File: src/rtl/mem_wb_writeback.sv
// MEM/WB pipeline register and write-back stage with same-cycle WB-to-ID bypass.
// Optional sub-word load extraction is enabled by defining WB_LOAD_EXT_EN.
module mem_wb_writeback #(
  parameter int COUNT_W = 16
) (
  input  logic               Clk,
  input  logic               Reset,
  input  logic               Stall,
  input  logic               Flush,
  input  logic               MemValid,
  input  logic               MemRegWrite,
  input  logic               MemMemToReg,
  input  logic [4:0]         MemWriteRegister,
  input  logic [31:0]        MemALUResult,
  input  logic [31:0]        MemReadData,
`ifdef WB_LOAD_EXT_EN
  input  logic [1:0]         MemLoadSize,
  input  logic [0:0]         MemLoadSigned,
`endif
  input  logic [4:0]         ReadRegister1,
  input  logic [4:0]         ReadRegister2,
  output logic               RegWrite,
  output logic [4:0]         WriteRegister,
  output logic [31:0]        WriteData,
  output logic               Fwd1Hit,
  output logic               Fwd2Hit,
  output logic [31:0]        FwdData,
  output logic [COUNT_W-1:0] RetireCount
);

  logic               r_regwrite;
  logic [4:0]         r_wreg;
  logic [31:0]        r_wdata;
  logic [COUNT_W-1:0] r_cnt;

  logic        w_regwrite;
  logic [31:0] w_load;
  logic [31:0] w_wdata;

`ifdef WB_LOAD_EXT_EN
  logic [7:0]  w_byte;
  logic [15:0] w_half;

  // Little-endian lane select; size 2'b11 falls through to a full word.
  always_comb begin
    w_byte = MemReadData[7:0];
    case (MemALUResult[1:0])
      2'b00:   w_byte = MemReadData[7:0];
      2'b01:   w_byte = MemReadData[15:8];
      2'b10:   w_byte = MemReadData[23:16];
      default: w_byte = MemReadData[31:24];
    endcase
    w_half = MemALUResult[1] ? MemReadData[31:16] : MemReadData[15:0];
    case (MemLoadSize)
      2'b01:   w_load = {{16{MemLoadSigned[0] & w_half[15]}}, w_half};
      2'b10:   w_load = {{24{MemLoadSigned[0] & w_byte[7]}}, w_byte};
      default: w_load = MemReadData;
    endcase
  end
`else
  assign w_load = MemReadData;
`endif

  // A write to $0 or from an invalid slot is captured as a bubble.
  assign w_regwrite = MemValid & MemRegWrite & (MemWriteRegister != 5'd0);
  assign w_wdata    = MemMemToReg ? w_load : MemALUResult;

  always_ff @(posedge Clk or posedge Reset) begin
    if (Reset) begin
      r_regwrite <= 1'b0;
      r_wreg     <= 5'd0;
      r_wdata    <= 32'd0;
      r_cnt      <= '0;
    end else if (Flush) begin
      r_regwrite <= 1'b0;
      r_wreg     <= 5'd0;
      r_wdata    <= 32'd0;
    end else if (!Stall) begin
      r_regwrite <= w_regwrite;
      r_wreg     <= MemWriteRegister;
      r_wdata    <= w_wdata;
      if (w_regwrite) r_cnt <= r_cnt + COUNT_W'(1);
    end
  end

  assign RegWrite      = r_regwrite;
  assign WriteRegister = r_wreg;
  assign WriteData     = r_wdata;
  assign RetireCount   = r_cnt;

  // r_regwrite is never set for $0, but the read-side guard keeps $0 unforwardable.
  assign Fwd1Hit = r_regwrite & (r_wreg == ReadRegister1) & (ReadRegister1 != 5'd0);
  assign Fwd2Hit = r_regwrite & (r_wreg == ReadRegister2) & (ReadRegister2 != 5'd0);
  assign FwdData = r_wdata;

endmodule

File: config.mk
export PLATFORM = sky130hd
export DESIGN_NAME = mem_wb_writeback
export DESIGN_NICKNAME = d
export VERILOG_FILES = /design/src/rtl/mem_wb_writeback.sv
export SDC_FILE = /design/constraint.sdc
export NUM_CORES = 1
export LEC_CHECK = 0
export ABC_AREA = 1
export CAP_MARGIN = 20
export CORE_MARGIN = 5
export CORE_UTILIZATION = 42
export DETAILED_ROUTE_END_ITERATION = 10
export PLACE_DENSITY = 0.87
export SYNTH_ARGS = -nofsm -noshare
export SYNTH_HDL_FRONTEND = slang
export SYNTH_SLANG_ARGS = --single-unit
export TNS_END_PERCENT = 50
File: constraint.sdc
create_clock -name Clk -period 2.99 [get_ports Clk]
set_clock_uncertainty 0.2 [all_clocks]
set_input_delay 0.299 -clock Clk [delete_from_list [all_inputs] [get_ports Clk]]
set_output_delay 0.299 -clock Clk [all_outputs]
set_load 0.01 [all_outputs]
**Yosys cells after proc, flatten, opt, wreduce, memory -nomap -nowiden**

Cells that the tools add are included.

- Register bits: 54
- Logic and storage cells: 27
- Input bits: 86
- Output and inout bits: 88

- Add/sub/neg operators: 1
- Muxes and demuxes: 7
- Equality and inequality tests: 3
- Bitwise gates (word level): 8
- Reductions and logical operators: 4

Operators by type and width:

| kind | count |
|---|---|
| 32-bit 2-to-1 mux | 3 |
| 16-bit by 1-bit adder with 16-bit output (second input constant) | 1 |
| 5-bit nonzero test | 3 |
| 5-bit equality test | 2 |
| 5-bit 2-to-1 mux | 2 |
| 1-bit bitwise AND | 6 |
| 3-bit AND reduction | 1 |
| 1-bit 2-to-1 mux | 2 |
| 2-bit by 1-bit != test with 1-bit output (second input constant) | 1 |
| 1-bit NOT | 2 |

**Longest topological paths before layout**

Gate-level depths: netlist of the first run.

- Depth in word-level cells: 4
- Mapped depth: 10
- Mapped depth without buffers: 8

**Least setup slack after synthesis of the first run**

No wires, ideal clock.

- Path type: flip-flop to output port
- Start: register r_wreg[1], in the netlist WriteRegister[1]
- End: output Fwd2Hit
- Slack: 1384 ps
- Data required time: 2491 ps
- Buffers on the path: 0
- Cell stages (with the launch flop): 5
- Arrival: 1107 ps
- Cells stage by stage: dfrtp_1 or2_2 a21oi_1 nand3b_1 nor2_1

- Word-level cells in the longest chain between the ends: 3

RTL lines:

| element | line | source |
|---|---|---|
| start: declaration | 32 | `logic [4:0] r_wreg;` |
| start signal: assignment | 80 | `r_wreg <= MemWriteRegister;` |
| 5-bit equality test | 93 | `assign Fwd2Hit = r_regwrite & (r_wreg == ReadRegister2) & (ReadRegister2 != 5'd0);` |
| 1-bit bitwise AND (2 in a row) | 93 |  |
| end: declaration | 26 | `output logic Fwd2Hit,` |

No other way between the ends.

**Worst setup path after layout of the first run**

Same ends and word-level chain as after synthesis.

==> results.yml, run 1 <==
timing:
  slew_headroom_pct: 61.3
  min_period_ns: 2.49
  rsz0062_at_grt: "false"
  fmax_mhz: 402
  setup_viol: 0
  hold_viol: 0
  period_share_pct: 83.2
  finalSetupTns_ns: 0
  tightest_slew_ns: 0.580
  setup_slack_ns: 0.503
  slew_viol_final: 0
setup_path:
  endpoint: "Fwd2Hit"
  endpoint_kind: "output port"
  cp-start-kind: "register"
  crit_fanout: 5
  arrival_ns: 1.99
  cp-startpoint: "WriteRegister[1]$_DFFE_PP0P_"
  reg2reg_to: "RetireCount[10]$_DFFE_PP0P_"
  criticalPathCategory: "reg -> out"
  rrSetupSlack_ns: 1.35
  cp.required_ns: 2.49
  ff2ff_path_depth: 8
  reg2reg_from: "RetireCount[1]$_DFFE_PP0P_"
floorplanning:
  die_w_um: 96.0
  io_pins: 174
  initial_core_util_pct: 43.0
  die_area_um2: 9210
  die_height_um: 96.0
  row_count: 31
  coreArea_um2: 7210
synthesis:
  synth_top_family_by_area: "simple AND/OR/NAND/NOR gates"
  yosys_warnings: 0
  muxShareOfSynthArea_pct: 0
  synth.most_common_cell: "o21ai_0"
  synth.largest_area_cell: "dfrtp_1"
  synth_top_area_share_pct: 43.5
  syn_nets: 488
  synth_edf_count: 0
  synthArstFlopShare_pct: 100
  synth-seq-cells: 54
  synth_simple_gate_area_share_pct: 24.8
  yosysSeqAreaShare_pct: 43.5
  syn_area_per_cell_um2: 7.74
  yosys-top-cells-count: "o21ai_0 (63), nand2_1 (58), dfrtp_1 (54)"
  synth.top_cells.by_area: "dfrtp_1 (44%), o21ai_0 (10%), buf_4 (8.5%)"
  synth_compound_area_share_pct: 13.8
  synth_top_flop_cell: "dfrtp_1"
  synthAdderAreaFrac_pct: 0.403
  syn_area_um2: 3110
  netlist_instances: 401
  yosysUniqueCellTypes: 25
  synthXorXnorAreaFrac_pct: 2.54
min_path:
  min_path_type: "in -> async"
layout:
  drive_gt1_share_pct: 4.47
  multi_input_area_um2: 1290
  diodes: 0
  regArea_um2: 1350
  nets: 625
  area_growth_pct: 53.9
  fin_util_pct: 66.2
  fin_cells: 636
  num-fill-cells: 631
route:
  drt-initial-drc-count: 187
  ant_nets: 0
  drt_drc_violations_left: 0
  detail_route.wl_per_cell_um: 15.3
  dr_total_vias: 3205
  routed_wl_mm: 9.70
  routed_via_density: 5.04
  firstDrtPassIters: 4
cts:
  post_cts_buffers: 0
  cts_buffers: 5
  clockRootBuffer: "clkbuf_8"
  cts_resized: 0
  ctsHoldBuffers: 0
  clock_latency_ns: 0.29
  cts.reportedPaths.clkPinSlew_ns: 0.10
  cts_buffer_depth: 2
  cts_tree: "done"
  cts.sinks: 54
  h-tree-depth: 2
placed_design:
  io_buffers: 173
  dp_slack_ns: 0.534
  dpl.hpwl_mm: 7.53
  place_inst: 629
  gp_congestion: 0.857
global_route:
  grt_pass1_vias: 3219
  grt_max_degree: 37
  antenna_found_initial: 0
  gr-total-overflow: 0
  track_usage_pct: 20.8
  grt_pass1_wl_mm: 15.3
pwr:
  powerDensity_nw_per_um2: 386
  ir_worst_vdd_v: 0.000196
  power_leakage_nw: 2.04
job:
  drv_cap: 0
outcome:
  status: "finished clean"
==> cell usage in the layout (no fill, tap or decap) <==
cell and instances:
clkdlybuf4s50_1 173, o21ai_0 63, nand2_1 58, dfrtp_1 54
nor2_1 50, nand3_1 47, inv_1 30, o21ai_1 13
clkbuf_8 6, xnor2_1 5, buf_4 5, inv_2 4
xor2_1 4, nand4_1 4, nand3b_1 4, o21bai_1 4
nand2_4 2, nand3_2 2, o22ai_1 2, inv_4 1
nor2_8 1, nor2_2 1, or2_2 1, a21oi_1 1
ha_1 1, buf_16 1
==> worst min path at each step <==
stage,startpoint,to,slack [ns],cells past startpoint
floorplan,MemWriteRegister[0],WriteRegister[0]$_DFFE_PP0P_,0.22,2
global placement,FwdData[2]$_DFFE_PP0P_,FwdData[2]$_DFFE_PP0P_,0.32,2
detailed placement,FwdData[7]$_DFFE_PP0P_,FwdData[7]$_DFFE_PP0P_,0.33,2
CTS,Reset,RetireCount[10]$_DFFE_PP0P_,0.19,2
global route,Reset,RetireCount[9]$_DFFE_PP0P_,0.22,2
finish,Reset,RetireCount[8]$_DFFE_PP0P_,0.17,2
==> area by class of cell <==
cell class	count	share of cell area, %
timing repair buffer	179	37.6
multi-input combinational	263	27.0
clock buffer	6	1.73
sequential	54	28.3
tap	99	2.59
inverter	35	2.80
==> worst max-delay path: stages, from the launching register on <==
cell	delay, ns
dfrtp_1	0.44
or2_2	0.31
a21oi_1	0.18
nand3b_1	0.09
nor2_1	0.12
clkdlybuf4s50_1	0.56
==> power by group <==
| part | switching (mW) | leakage [nW] | internal [mW] |
|---|---|---|---|
| clock network | 0.221 | 0.0431 | 0.179 |
| registers | 0.0723 | 0.697 | 0.795 |
| logic | 0.247 | 1.30 | 0.331 |
==> metal layers <==
metal	part of all wire, %	GRT usage, %	vias to the layer above
met5	0	0	-
met2	50	35.7	144
li1	-	-	1545
met3	10	7.04	19
met4	2.2	6.75	0
met1	38	24.2	1497
==> through the flow <==
| stage | hold slack [ns] | total power, mW | cell area, um2 |
|---|---|---|---|
| final | 0.168 | 1.85 | 4780 |
| after CTS | 0.186 | 1.86 | 4750 |
| after detailed placement | 0.331 | 1.46 | 4670 |
| after global placement | 0.315 | 1.44 | 4670 |
| after global routing | 0.224 | 1.94 | 4780 |
| after floorplan | 0.220 | 1.13 | 3110 |
==> state kept, by name, indices dropped and copies added (netlist names) <==
signal         count
WriteRegister      5
FwdData           32
RegWrite           1
RetireCount       16
==> logic make-up (layout without fill, tap and decap cells) <==
group           after synthesis  count (layout)
compound gates               83              83
flops                        54              54
fa+ha+maj                     1               1
buf+inv                      84             220
xor+xnor                      9               9
simple gates                170             170
Power figures use the tool's default switching activity.
==> inputs of run 2 (changes only) <==
--- a/config.mk
+++ b/config.mk
@@ -8,9 +8,9 @@
 export ABC_AREA = 1
 export CAP_MARGIN = 20
 export CORE_MARGIN = 5
-export CORE_UTILIZATION = 42
+export CORE_UTILIZATION = 39
 export DETAILED_ROUTE_END_ITERATION = 10
-export PLACE_DENSITY = 0.87
+export PLACE_DENSITY = 0.81
 export SYNTH_ARGS = -nofsm -noshare
 export SYNTH_HDL_FRONTEND = slang
 export SYNTH_SLANG_ARGS = --single-unit
==> constraint.sdc (replaced) <==
create_clock -name Clk -period 2.5 [get_ports Clk]
set_clock_uncertainty 0.2 [all_clocks]
set_input_delay 0.25 -clock Clk [delete_from_list [all_inputs] [get_ports Clk]]
set_output_delay 0.25 -clock Clk [all_outputs]
set_load 0.01 [all_outputs]
==> run 2 against run 1 <==
Net effect:
- non-clock buffer count down 1
- sequential share of layout area rose by 0.082 points
- via count barely moved
- sequential cell count did not move
- design area is 0.29% lower
- largest cell class unchanged
==> results.yml, run 2 (synthesis results as in run 1) <==
setup_path:
  arrival_ns: 1.93
  slowest_stage: "clkdlybuf4s50_1"
  slowest_delay_ns: 0.54
  endpoint_kind: "output port"
  criticalPathCategory: "reg -> out"
  cp.required_ns: 2.05
  cp-start-kind: "register"
  cp_top_family: "buffers and inverters"
  crit_chain: "or2_2 -> a21oi_2 -> nand3b_1 -> nor2_1 -> clkdlybuf4s50_1"
  cp_num_buf_inv: 1
  crit_fanout: 5
timing:
  slew_headroom_pct: 31.7
  min_period_ns: 2.38
  tightest_slew_ns: 1.02
  setup_viol: 0
  period_share_pct: 95.1
  fmax_mhz: 421
  slew_viol_final: 0
  setup_slack_ns: 0.122
  hold_viol: 0
placed_design:
  gp_congestion: 0.905
  dp_slack_ns: 0.204
  dpl.hpwl_mm: 7.35
  io_buffers: 173
floorplanning:
  die_area_um2: 9850
  row_count: 32
  die_height_um: 99.2
  die_w_um: 99.2
  initial_core_util_pct: 40.2
  io_pins: 174
  coreArea_um2: 7730
route:
  dr_total_vias: 3207
  drt_drc_violations_left: 0
  routed_wl_mm: 9.61
  wl_met1_mm: 3.80
  firstDrtPassIters: 4
  wl_met3_um: 791
  routed_via_density: 5.02
  drt-initial-drc-count: 86
  routed-wl-met2_mm: 4.96
  routed.top_layer: "met4"
  ant_nets: 0
  detail_route.wl_per_cell_um: 15.0
pwr:
  power_leakage_nw: 2.02
  ir_worst_vdd_v: 0.000217
  powerDensity_nw_per_um2: 458
  power.total_mw: 2.18
cts:
  clockRootBuffer: "clkbuf_8"
  cts_tree: "done"
  clock_latency_ns: 0.30
  cts.reportedPaths.clkPinSlew_ns: 0.09
  ctsHoldBuffers: 0
  cts.sinks: 54
  h-tree-depth: 2
  cts_buffer_depth: 2
  cts_buffers: 5
layout:
  largest_reg_flops: 32
  diodes: 0
  final_common_cell: "clkdlybuf4s50_1"
  nets: 624
  drive_gt1_share_pct: 4.28
  area_growth_pct: 53.4
  num-fill-cells: 681
  regArea_um2: 1350
  final_cell_mix: "clkdlybuf4s50_1 (173), o21ai_0 (63), nand2_1 (58)"
  multi_input_area_um2: 1290
global_route:
  grt_pass1_wl_mm: 15.7
  grt_pass1_vias: 3324
  grt_max_degree: 37
  antenna_found_initial: 0
  gr-total-overflow: 0
  track_usage_pct: 19.1
min_path:
  min_path_type: "in -> async"
outcome:
  status: "finished clean"
job:
  drv_cap: 0
run 2: worst paths after layout:
| kind | start | endpoint | slack, ns | cells past startpoint |
|---|---|---|---|---|
| setup reg to reg | RetireCount[0]$_DFFE_PP0P_ | RetireCount[10]$_DFFE_PP0P_ | 0.89 | 8 |
| min in group Clk | MemWriteRegister[1] | WriteRegister[1]$_DFFE_PP0P_ | 0.34 | 3 |
| hold / removal | Reset | RetireCount[9]$_DFFE_PP0P_ | 0.06 | 2 |
| setup / recovery | WriteRegister[1]$_DFFE_PP0P_ | Fwd2Hit | 0.12 | 5 |
| hold reg to reg | FwdData[22]$_DFFE_PP0P_ | FwdData[22]$_DFFE_PP0P_ | 0.35 | 2 |
| max in group asynchronous | Reset | FwdData[16]$_DFFE_PP0P_ | 1.50 | 3 |
run 2: cell type report:
cell class / count / share of cell area [%]
clock buffers: 7 / 1.60
repair buffers: 178 / 37.4
flip-flops and latches: 54 / 28.4
well taps: 102 / 2.68
inverters: 35 / 2.81
multi-input cells: 263 / 27.2
run 2: metal layers:
layer  track usage (%)  vias to the layer above
li1                  -                     1544
met1              23.1                     1511
met2              34.4                      147
met3              4.49                        5
met4              4.41                        0
met5                 0                        -
run 2: power breakdown:
| part | total [mW] | internal [mW] | switching, mW |
|---|---|---|---|
| registers | 1.04 | 0.950 | 0.0878 |
| clock network | 0.460 | 0.194 | 0.266 |
| logic | 0.684 | 0.394 | 0.290 |
run 2: through the flow:
| step | hold slack [ns] | instances | instance area, um2 | TNS [ns] | util (%) |
|---|---|---|---|---|---|
| detailed placement | 0.338 | 631 | 4680 | 0 | 60.5 |
| CTS | 0.0741 | 638 | 4750 | 0 | 61.5 |
| global route | 0.0961 | 639 | 4760 | -0.00309 | 61.7 |
| finish | 0.0628 | 639 | 4760 | 0 | 61.7 |
| global placement | 0.317 | 631 | 4680 | 0 | 60.5 |
| floorplan | 0.171 | 401 | 3110 | 0 | - |
run 2: timing repair:
| item | 4_1_cts | 5_1_grt |
|---|---|---|
| buffers inserted | 0 | 1 |
| endpoints found under the setup margin | 0 | 1 |
| hold endpoints to repair | 0 | 0 |
| resized for setup | 0 | 1 |
==> inputs of run 3 (changes only) <==
--- a/config.mk
+++ b/config.mk
@@ -11,6 +11,7 @@
 export CORE_UTILIZATION = 39
 export DETAILED_ROUTE_END_ITERATION = 10
 export PLACE_DENSITY = 0.81
+export SLEW_MARGIN = 15
 export SYNTH_ARGS = -nofsm -noshare
 export SYNTH_HDL_FRONTEND = slang
 export SYNTH_SLANG_ARGS = --single-unit
==> results of run 3 <==
No change in the layout: final DEF, timing and power equal those of run 2.
==> RTL change: new RTL, config.mk and constraints of run 3 <==
The parameter `COUNT_W` goes from 16 to 24.
--- a/src/rtl/mem_wb_writeback.sv
+++ b/src/rtl/mem_wb_writeback.sv
@@ -1,7 +1,7 @@
 // MEM/WB pipeline register and write-back stage with same-cycle WB-to-ID bypass.
 // Optional sub-word load extraction is enabled by defining WB_LOAD_EXT_EN.
 module mem_wb_writeback #(
-  parameter int COUNT_W = 16
+  parameter int COUNT_W = 24
 ) (
   input  logic               Clk,
   input  logic               Reset,
Ports: changed (resized RetireCount); port bits go from 174 to 182. The function was not compared with the original's and may differ.
==> RTL change against run 3 <==
  * Fmax is 2.9% lower
  * Sequential power is 12% higher
  * Cell area is 13% higher
  * Global-route usage is 1.0 points higher
  * Power is 23% higher
  * Sequential cell count is 8 higher
  * Worst setup slack worse by 0.072 ns
  * Routed wire length is 19% higher
  * Critical path type unchanged
  * Area after synthesis is 14% higher
  * Sequential share of layout area is 0.43 points higher
  * Combinational power is 8.9% lower
  * Non-clock buffer count is 9 higher
  * Register-to-register slack worse by 0.08 ns
==> RTL change: results (changes against run 3) <==
- GPL Wtd Cong: 0.865 (-4.5%)
- Crit path max-delay family: buffers and inverters
- Cell variety after synth: 29 (+16%)
- Initial antenna violation count: 0 (unchanged)
- Critical path's slowest cell: clkdlybuf4s50_1
- Met2 WL: 5760 µm (+16%)
- Min-Delay Path Class: primary input to async pin
- Status: finished, final reports clean
- Leakage: 2.31 nW (+14%)
- Finished Layout Cells: 712 (+11%)
- Longest Clk Path Bufs: 2 (unchanged)
- Min Hold Slack: 0.0997 ns (+0.0370 ns)
- Post CTS Setup Buffer Count: 0 (unchanged)
- Share of cells above drive strength 1: 6.79% (+2.5 points)
- Worst-skew pair later-pin latency: 0.32 ns (+0.02 ns)
- Max IR drop VDD: 268 µV (+23%)
- Worst reg2reg setup slack: 0.81 ns (-0.08 ns)
- Clk root buf: clkbuf_8
- Max reg flops: 32 (unchanged)
- Wire per inst: 16.0 µm (+6.7%)
- Setup ws final: 0.0499 ns (-0.0720 ns)
- Avg Cell Area, Syn: 7.82 µm² (+0.99%)
- Gr usage total: 20.2% (+1.0 points)
- Synth top cells by count: nand2_1 (85), dfrtp_1 (62), nor2_1 (58)
- First-pass GRT wire length: 18000 µm (+14%)
- CTS Buf Count: 9 (+4)
- Dpl ws: 0.171 ns (-0.0327 ns)
- Vias in the first global route: 3431 (+3.2%)
- WL met3: 593 µm (-25%)
- Via density: 5.04 (+0.44%)
- Max-slew headroom at the worst pin: 62.6% (+31 points)
- Net total in the final layout: 686 (+9.9%)
- Htree depth: 3 (+1)
- HPWL Detailed: 8770 µm (+19%)
- Register area share after synthesis: 44.0% (+0.47 points)
- Fillers: 776 (+14%)
- Clock slew at reported path FFs: 0.07 ns (-0.02 ns)
- Area after DPL: 5190 µm² (+11%)
- DRT iter0 DRCs: 214 (+150%)
- Syn Nets: 538 (+10%)
- Placed cell count: 696 (+10%)
- Wl on met1: 4760 µm (+25%)
- Ant diodes: 0 (unchanged)
- Synth warnings: 0 (unchanged)
- PortBufs: 181 (+4.6%)
- Register area: 1550 µm² (+15%)
- Max Used Layer: met4
- Crit path DAT: 2.00 ns (+0.07 ns)
- Main area contributors after synthesis: dfrtp_1 (44%), nand2_1 (9.0%), o21ai_0 (8.1%)
- Async S/R FF share, synth: 100% (unchanged)
RTL change: changes by cell type in the layout (fill, tap and decap cells not counted), sizes merged, moves of 3 or more:
cell / change
o21bai: -3
clkdlybuf4s50: +8
clkinv: +3
dfrtp: +8
xor2: +3
nand2: +28
nor2: +13
nand3b: +6
inv: -4
o21ai: -3
clkbuf: +5
RTL change: final cells by class:
class                   count  area share (%)
clock inverters             4           0.836
well taps                 108            2.51
inverters                  31            2.16
multi-input cells         308            28.1
repair buffers            187            34.7
clock buffers              12            2.88
flip-flops and latches     62            28.8
RTL change: worst paths after layout:
path                                  start              end  depth (start not counted)
max in group asynchronous             Reset      FwdData[29]                          3
setup / recovery           WriteRegister[1]          Fwd2Hit                          5
hold / removal                        Reset  RetireCount[21]                          2
hold reg to reg             RetireCount[23]  RetireCount[23]                          2
min in group Clk            RetireCount[23]  RetireCount[23]                          2
setup reg to reg             RetireCount[0]  RetireCount[18]                          8
RTL change: power breakdown:
group	leakage, nW	switching (mW)	internal [mW]	total [mW]
Combinational	1.37	0.258	0.365	0.623
Clock	0.106	0.387	0.511	0.898
Sequential	0.832	0.0839	1.07	1.16
Total	2.31	0.730	1.95	2.68
RTL change: logic make-up (layout without fill, tap and decap cells):
group	count (synthesis)	in the layout	synth area share (%)
AND/OR/NAND/NOR	219	219	28.6
buffers and inverters	81	234	13.0
AO/OA/AOI/OAI	77	77	11.1
flip-flops	62	62	44.0
XOR/XNOR	11	11	2.94
adder cells (fa/ha/maj)	1	1	0.355
RTL change: layer usage:
metal	vias up	GRT usage, %
met2	130	33.5
li1	1736	-
met1	1700	25.8
met4	0	8.40
met5	-	0
met3	23	3.64
